==> src/rtl/cpu_stack_arb.sv <==
`default_nettype none
// +--------------------------------------------------------------------------+
// | Module   : cpu_stack_arb                                                 |
// | Purpose  : Arbiter/sequencer for the single-read/single-write stack RAM. |
// |            Shares the RAM read port between decode operand fetch         |
// |            (top-of-stack and Nth entry) and a debug read port, passes    |
// |            writeback pushes straight to the RAM write port, and bypasses |
// |            pushes into captured read data (the RAM is read-old).         |
// | Ports    : clk, rst_b            clock, async active-low reset           |
// |            dec_*_2a, stall_req_2a decode operand fetch handshake         |
// |            kill_4a               pipeline flush (aborts decode fetch)    |
// |            wb_*_5a               writeback push                          |
// |            dbg_*                 debug read handshake                    |
// |            ram_*                 stack RAM read/write ports              |
// |            stat_*_cnt            statistics counters                     |
// | Options  : STACK_ARB_STATS_EN    enables the statistics counters;        |
// |                                  otherwise stat_* outputs are 0.         |
// | Revision : 1.0  initial release                                          |
// +--------------------------------------------------------------------------+
module cpu_stack_arb #(
    parameter int AW         = 11,
    parameter int DW         = 35,
    parameter int STARVE_MAX = 8
) (
    input  logic          clk,
    input  logic          rst_b,
    // decode operand fetch
    input  logic          dec_req_2a,
    input  logic          dec_need1_2a,
    input  logic [AW-1:0] dec_addr0_2a,
    input  logic [AW-1:0] dec_addr1_2a,
    output logic          dec_valid_2a,
    output logic [DW-1:0] dec_data0_2a,
    output logic [DW-1:0] dec_data1_2a,
    output logic          stall_req_2a,
    // pipeline flush
    input  logic          kill_4a,
    // writeback push
    input  logic          wb_push_5a,
    input  logic [AW-1:0] wb_addr_5a,
    input  logic [DW-1:0] wb_data_5a,
    // debug read
    input  logic          dbg_req,
    input  logic [AW-1:0] dbg_addr,
    output logic          dbg_ack,
    output logic [DW-1:0] dbg_data,
    // stack RAM
    output logic [AW-1:0] ram_raddr,
    input  logic [DW-1:0] ram_rdata,
    output logic          ram_we,
    output logic [AW-1:0] ram_waddr,
    output logic [DW-1:0] ram_wdata,
    // statistics
    output logic [15:0]   stat_stall_cnt,
    output logic [15:0]   stat_force_cnt
);

    localparam int                  c_STARVE_W   = $clog2(STARVE_MAX + 1);
    localparam logic [c_STARVE_W-1:0] c_STARVE_MAX = c_STARVE_W'(STARVE_MAX);

    typedef enum logic [1:0] {
        S_IDLE = 2'd0,   // waiting for a request
        S_R0   = 2'd1,   // capturing operand 0
        S_R1   = 2'd2,   // capturing operand 1
        S_DG   = 2'd3    // capturing debug read data
    } state_t;

    state_t                r_state;
    state_t                w_state_nxt;

    logic [c_STARVE_W-1:0] r_starve;
    logic                  w_starved;

    // Issue-cycle bookkeeping: the address whose data returns next cycle and
    // whether a push to that address landed in the same cycle (RAM returns
    // the old value, so the pushed data must be remembered).
    logic [AW-1:0]         r_cap_addr;
    logic                  r_byp_hit;
    logic [DW-1:0]         r_byp_data;

    logic                  r_dec_valid;
    logic [DW-1:0]         r_dec_data0;
    logic [DW-1:0]         r_dec_data1;
    logic                  r_dbg_ack;
    logic [DW-1:0]         r_dbg_data;

    logic                  w_issue;
    logic [AW-1:0]         w_issue_addr;
    logic                  w_dbg_grant;
    logic                  w_cap0;
    logic                  w_cap1;
    logic                  w_capd;
    logic                  w_r1_fwd0;
    logic                  w_dec_valid_nxt;
    logic                  w_dbg_ack_nxt;
    logic [DW-1:0]         w_cap_data;

    // ------------------------------------------------------------------
    // Write port: pushes are never blocked.
    // ------------------------------------------------------------------
    assign ram_we    = wb_push_5a;
    assign ram_waddr = wb_addr_5a;
    assign ram_wdata = wb_data_5a;

    assign w_starved = (r_starve == c_STARVE_MAX);

    // Capture priority: push in the capture cycle, then push seen in the
    // issue cycle, then RAM data (later write wins).
    always_comb begin
        w_cap_data = ram_rdata;
        if (wb_push_5a && (wb_addr_5a == r_cap_addr)) begin
            w_cap_data = wb_data_5a;
        end else if (r_byp_hit) begin
            w_cap_data = r_byp_data;
        end
    end

    // ------------------------------------------------------------------
    // Next-state / control
    // ------------------------------------------------------------------
    always_comb begin
        w_state_nxt     = r_state;
        w_issue         = 1'b0;
        w_issue_addr    = '0;
        w_dbg_grant     = 1'b0;
        w_cap0          = 1'b0;
        w_cap1          = 1'b0;
        w_capd          = 1'b0;
        w_r1_fwd0       = 1'b0;
        w_dec_valid_nxt = 1'b0;
        w_dbg_ack_nxt   = 1'b0;

        case (r_state)
            S_IDLE: begin
                if (!kill_4a) begin
                    // Decode wins ties unless debug has waited long enough.
                    if (dbg_req && (w_starved || !dec_req_2a)) begin
                        w_dbg_grant  = 1'b1;
                        w_issue      = 1'b1;
                        w_issue_addr = dbg_addr;
                        w_state_nxt  = S_DG;
                    end else if (dec_req_2a) begin
                        w_issue      = 1'b1;
                        w_issue_addr = dec_addr0_2a;
                        w_state_nxt  = S_R0;
                    end
                end
            end

            S_R0: begin
                if (kill_4a) begin
                    w_state_nxt = S_IDLE;
                end else begin
                    w_cap0 = 1'b1;
                    if (dec_need1_2a) begin
                        w_issue      = 1'b1;
                        w_issue_addr = dec_addr1_2a;
                        w_state_nxt  = S_R1;
                    end else begin
                        w_dec_valid_nxt = 1'b1;
                        w_state_nxt     = S_IDLE;
                    end
                end
            end

            S_R1: begin
                w_state_nxt = S_IDLE;
                if (!kill_4a) begin
                    w_cap1          = 1'b1;
                    w_dec_valid_nxt = 1'b1;
                    // Operand 0 was captured a cycle ago; keep it coherent
                    // with a push to its address arriving now.
                    w_r1_fwd0       = wb_push_5a && (wb_addr_5a == dec_addr0_2a);
                end
            end

            S_DG: begin
                w_capd        = 1'b1;
                w_dbg_ack_nxt = 1'b1;
                w_state_nxt   = S_IDLE;
            end

            default: begin
                w_state_nxt = S_IDLE;
            end
        endcase
    end

    assign ram_raddr = w_issue_addr;

    // ------------------------------------------------------------------
    // State and datapath registers
    // ------------------------------------------------------------------
    always_ff @(posedge clk or negedge rst_b) begin
        if (!rst_b) begin
            r_state     <= S_IDLE;
            r_starve    <= '0;
            r_cap_addr  <= '0;
            r_byp_hit   <= 1'b0;
            r_byp_data  <= '0;
            r_dec_valid <= 1'b0;
            r_dec_data0 <= '0;
            r_dec_data1 <= '0;
            r_dbg_ack   <= 1'b0;
            r_dbg_data  <= '0;
        end else begin
            r_state     <= w_state_nxt;
            r_dec_valid <= w_dec_valid_nxt;
            r_dbg_ack   <= w_dbg_ack_nxt;

            if (w_issue) begin
                r_cap_addr <= w_issue_addr;
                r_byp_hit  <= wb_push_5a && (wb_addr_5a == w_issue_addr);
                r_byp_data <= wb_data_5a;
            end

            if (w_cap0) begin
                r_dec_data0 <= w_cap_data;
            end else if (w_r1_fwd0) begin
                r_dec_data0 <= wb_data_5a;
            end

            if (w_cap1) begin
                r_dec_data1 <= w_cap_data;
            end

            if (w_capd) begin
                r_dbg_data <= w_cap_data;
            end

            if (!dbg_req || w_dbg_grant) begin
                r_starve <= '0;
            end else if (!w_starved) begin
                r_starve <= r_starve + 1'b1;
            end
        end
    end

    assign dec_valid_2a = r_dec_valid;
    assign dec_data0_2a = r_dec_data0;
    assign dec_data1_2a = r_dec_data1;
    assign dbg_ack      = r_dbg_ack;
    assign dbg_data     = r_dbg_data;
    assign stall_req_2a = dec_req_2a & ~r_dec_valid;

    // ------------------------------------------------------------------
    // Statistics
    // ------------------------------------------------------------------
`ifdef STACK_ARB_STATS_EN
    logic [15:0] r_stall_cnt;
    logic [15:0] r_force_cnt;

    always_ff @(posedge clk or negedge rst_b) begin
        if (!rst_b) begin
            r_stall_cnt <= '0;
            r_force_cnt <= '0;
        end else begin
            if (stall_req_2a && (r_stall_cnt != 16'hFFFF)) begin
                r_stall_cnt <= r_stall_cnt + 16'd1;
            end
            if (w_dbg_grant && w_starved && (r_force_cnt != 16'hFFFF)) begin
                r_force_cnt <= r_force_cnt + 16'd1;
            end
        end
    end

    assign stat_stall_cnt = r_stall_cnt;
    assign stat_force_cnt = r_force_cnt;
`else
    assign stat_stall_cnt = '0;
    assign stat_force_cnt = '0;
`endif

endmodule
`default_nettype wire

==> config.mk <==
export PLATFORM = sky130hd
export DESIGN_NAME = cpu_stack_arb
export DESIGN_NICKNAME = d
export VERILOG_FILES = /design/src/rtl/cpu_stack_arb.sv
export SDC_FILE = /design/constraint.sdc
export NUM_CORES = 1
export LEC_CHECK = 0
export CAP_MARGIN = 20
export CORE_ASPECT_RATIO = 0.8
export CORE_UTILIZATION = 48
export DETAILED_ROUTE_END_ITERATION = 8
export GPL_ROUTABILITY_DRIVEN = 0
export PLACE_DENSITY_LB_ADDON = 0.15
export RECOVER_POWER = 25
export SYNTH_ARGS = -nofsm -noshare
export SYNTH_HDL_FRONTEND = slang
export SYNTH_SLANG_ARGS = --single-unit
==> constraint.sdc <==
create_clock -name clk -period 6 [get_ports clk]
set_input_delay 1.2 -clock clk [delete_from_list [all_inputs] [get_ports clk]]
set_output_delay 1.2 -clock clk [all_outputs]
set_load 0.03 [all_outputs]
-- Word-level counts from Yosys, hierarchy flattened
Cells that the tools add are included.
- flip-flop bits (word level): 160
- bits of input ports: 121
- output and inout bits: 198
- word-level logic and storage cells: 71
- add/subtract/negate cells: 1
- equal/unequal tests: 10
- mux-type cells: 36
- bitwise operators: 2
- reduce and logical (&&, ||, !) cells: 12
- operator list (kind ; count):
    35-bit two-way mux ; 4
    11-bit two-way mux ; 5
    11-bit == test ; 3
    11-bit case mux with 2 select lines ; 1
    1-bit two-way mux ; 16
    2-bit two-way mux ; 5
    4-bit two-way mux ; 2
    2-bit case mux with 3 select lines ; 1
    4-bit by 1-bit adder with 4-bit output (second input constant) ; 1
    2-bit == test (second input constant) ; 2
    4-bit == test (second input constant) ; 1
    1-bit logical AND ; 4
    1-bit case mux with 2 select lines ; 2
    3-bit inequality test (second input constant) ; 1
    2-bit by 1-bit == test with 1-bit output (second input constant) ; 1
    1-bit zero test ; 2
    2-bit zero test ; 1
    1-bit logical OR ; 2
    2-bit by 1-bit inequality test with 1-bit output (second input constant) ; 1
    2-bit inequality test (second input constant) ; 1
    2-bit AND reduction ; 1
    2-bit nonzero test ; 1
    2-bit OR reduction ; 1
    1-bit bitwise AND ; 1
    1-bit NOT ; 1

-- Logic depth before layout (Yosys ltp)
- depth in word-level cells: 8
- gate-level depth with buffers: 11
- depth with buffers taken out: 8

-- Worst setup path after synthesis
Ideal clock, no wire load.
- kind: input to output
- start point: input dbg_req
- end point: output ram_raddr[10]
- data arrival time: 2.469 ns
- data required time: 4.800 ns
- slack: 2.331 ns
- cell stages on the path: 5
- buffers on the path: 1
- cells stage by stage: nand4b_1 > buf_2 > and3_1 > nor2_1 > o21ai_0
- longest elaborated chain between the ends: 4
- RTL lines (element ; line ; text):
    start: declaration ; 43 ; input logic dbg_req,
    1-bit logical AND ; 137 ; if (dbg_req && (w_starved || !dec_req_2a)) begin
    11-bit two-way mux ; 137 ;
    11-bit two-way mux ; 135 ; if (!kill_4a) begin
    11-bit case mux with 2 select lines ; 133 ; case (r_state)
    end: declaration ; 48 ; output logic [AW-1:0] ram_raddr,
No other way between the ends.

-- Worst setup path in the final report
- start point: input dbg_req
- end point: output ram_raddr[8]
Same word-level chain as after synthesis.

==> impl_metrics.ini <==
[synth]
syn_area_um2 = 8479
synth_seq_area_share_pct = 47.22
synth-xor-area-share_pct = 2.686
ys_warn_count = 0
synthArstFlopShare_pct = 100.0
ys_types = 61
synth_edf_count = 0
yosys.area_share.simple_pct = 9.547
synthFlopType = dfrtp_1
synthCells = 898
avgSynthCellArea_um2 = 9.443
synth_top_family_by_area = compound AO/OA/AOI/OAI gates
synth-compound-area-share_pct = 16.87
synth_fa_ha_area_share_pct = 0.8853
synth_mux_area_share_pct = 8.263
synth-seq-cells = 160

[min_path]
hp-class = flip-flop to flip-flop
hp-start = dec_data1_2a[24]

[final_layout]
instances_no_fill = 1352
final_common_cell = clkdlybuf4s50_1
drive_gt1_share_pct = 4.969
layout_common_cells = 284 x clkdlybuf4s50_1, 159 x dfrtp_1, 127 x nand2_1, 88 x inv_1, 76 x o21ai_0
n_fill_cell = 1431
final_area_um2 = 11530
register_area_um2 = 4005
syn_to_final_growth_pct = 35.93
multiInputGateArea_um2 = 3374
fin_nets = 1241
antennaDiodeCount = 0

[outcome]
violations = capacitance limit, slew limit
outcome = finished, violations left

[floorplan]
initial_core_util_pct = 48.95
core_um2 = 17320
rows = 43
die-area_um2 = 18200
ios = 319
die_h_um = 120.9
die_w_um = 150.6

[sta]
tightest_slew_ns = 3.802
relSlewSlack_pct = -153.5
setup_tns_ns = 0
slew_violations = 73
grt_setup_unrepaired = no
layout_setup_ws_ns = 0.9857
setup_viol = 0
min_period_over_period_pct = 83.57
fmax_mhz = 199.4
fin_crit_ns = 5.014
finalHoldViolCount = 0
clock_skew_ns = 0.01111

[global_routing]
antenna_found_initial = 0
grt_pass1_vias = 7064
grt-ovfl-total = 0
grt_use_total_pct = 27.27
grt_max_degree = 73
grt_pass1_wl_mm = 37.64

[clock_network]
holdBufCountCts = 0
clkSinkCount = 160
htreeDepth = 4
clockRootBuffer = clkbuf_16
clk_pin_slew_ns = 0.06
cts_inserted_buffers = 17
cts_resized = 0
post_cts_buffers = 0
worstSkewPairLatency_ns = 0.43
cts_tree = built
cts.path.max_buffers = 2

[critical_path]
r2r-start = r_cap_addr[3]
rr_worst_depth = 7
cp-end-kind = primary output
rr_endpoint = dec_data0_2a[21]
crit_type = input pin to primary output
critPathMaxFanout = 11
crit_arrival_ns = 3.81
r2r_slack_ns = 3.08
crit_path_end = ram_raddr[8]
required_ns = 4.80
cp-start-kind = input pin
critPathLaunch = dbg_req

[routing]
routedWlPerCell_um = 17.90
drc = 0
vias = 7198
drt-pass1-iter-count = 8
viasPerCell = 5.324
finalWirelength_mm = 24.21
drtAntennaViolNets = 0
drtIter0Drc = 619

[placement]
hpwlAfterDp_mm = 17.09
dp.cells = 1320
numPortBuffers = 286
placed_area_um2 = 10930
dp_slack_ns = 1.052

[power_and_ir_drop]
leakage_nw = 5.154
irDropWorstVdd_v = 0.0002652
power-per-cell-area_nw_per_um2 = 486.4
power_mw = 5.607

[job]
maxCapViolations = 1
-- worst min path at each step --
stage | to | slack, ns | cells after the start
finish | dec_data1_2a[24] | 0.48 | 2
global route | r_byp_data[32] | 0.50 | 2
CTS | dec_data1_2a[4] | 0.48 | 2
detailed placement | dec_data1_2a[4] | 0.47 | 2
global placement | dec_data1_2a[30] | 0.46 | 2
floorplan | r_byp_data[0] | 0.45 | 2
-- logic make-up (layout without fill, tap and decap cells) --
family / after synthesis / count (layout)
other cells: 1 / 32
buf+inv: 218 / 416
fa+ha+maj: 6 / 6
compound gates: 241 / 241
mux: 70 / 70
xor+xnor: 26 / 26
flops: 160 / 160
simple gates: 176 / 176
-- routing by layer --
layer / GRT usage (%) / up-vias / part of all wire (%)
met5: 0 / - / 0
met4: 8.625 / 0 / 1.9
met3: 8.759 / 40 / 9.5
met2: 42.54 / 333 / 46
met1: 35.94 / 3436 / 43
li1: - / 3389 / -
-- power breakdown --
group / internal [mW] / switching [mW]
registers: 1.58 / 0.288
logic: 1.07 / 1.57
clock network: 0.642 / 0.455
total: 3.29 / 2.31
-- final cells by class --
type                    instances  share of cell area [%]
multi-input cells             551                   29.28
well taps                     225                   2.442
flip-flops and latches        160                   34.75
clock buffers                  19                   3.930
repair buffers                296                   25.41
inverters                      88                   2.866
clock inverters                13                   1.324
-- cells in the mapped netlist (all sizes together), types with 2 or more instances --
cell type / instances / area share, %
mux2i: 70 / 8.3
o2111ai: 2 / 0.21
nor2: 12 / 0.56
clkbuf: 27 / 1.2
a32oi: 3 / 0.31
a22o: 5 / 0.52
and3: 2 / 0.15
nand4b: 5 / 0.69
nand3: 3 / 0.18
buf: 103 / 9.4
nand2b: 3 / 0.25
o21ai: 112 / 6.7
and2: 3 / 0.22
dfrtp: 160 / 47
a22oi: 9 / 0.80
xnor2: 13 / 1.3
ha: 6 / 0.89
nand4: 5 / 0.37
xor2: 13 / 1.3
a21o: 13 / 1.2
o22ai: 36 / 2.7
o211ai: 2 / 0.18
inv: 88 / 3.9
nand2: 127 / 5.6
nor4: 3 / 0.22
a31oi: 3 / 0.22
nand3b: 3 / 0.27
a21oi: 40 / 2.4
a211oi: 2 / 0.18
a222oi: 4 / 0.47
-- stage by stage --
stage               hold slack (ns)  util [%]
finish                       0.4779     66.53
global route                 0.4965     66.53
CTS                          0.4836     66.60
detailed placement           0.4693     63.11
global placement             0.4602     63.11
floorplan                    0.4496         -
-- state kept, by name, summed over array words and instances (netlist names) --
signal        flops
dbg_data         35
r_byp_data       35
dec_data0_2a     35
r_starve          4
r_state           2
dec_valid_2a      1
dec_data1_2a     35
dbg_ack           1
r_cap_addr       11
r_byp_hit         1
-- critical path: stages --
cell and delay (ns):
clkdlybuf4s50_1 0.57, nand4b_1 0.47, nand2_1 0.33, a32oi_1 0.10
o21ai_0 0.38, clkdlybuf4s50_1 0.75
No activity file was read; power rests on OpenSTA's default activity.
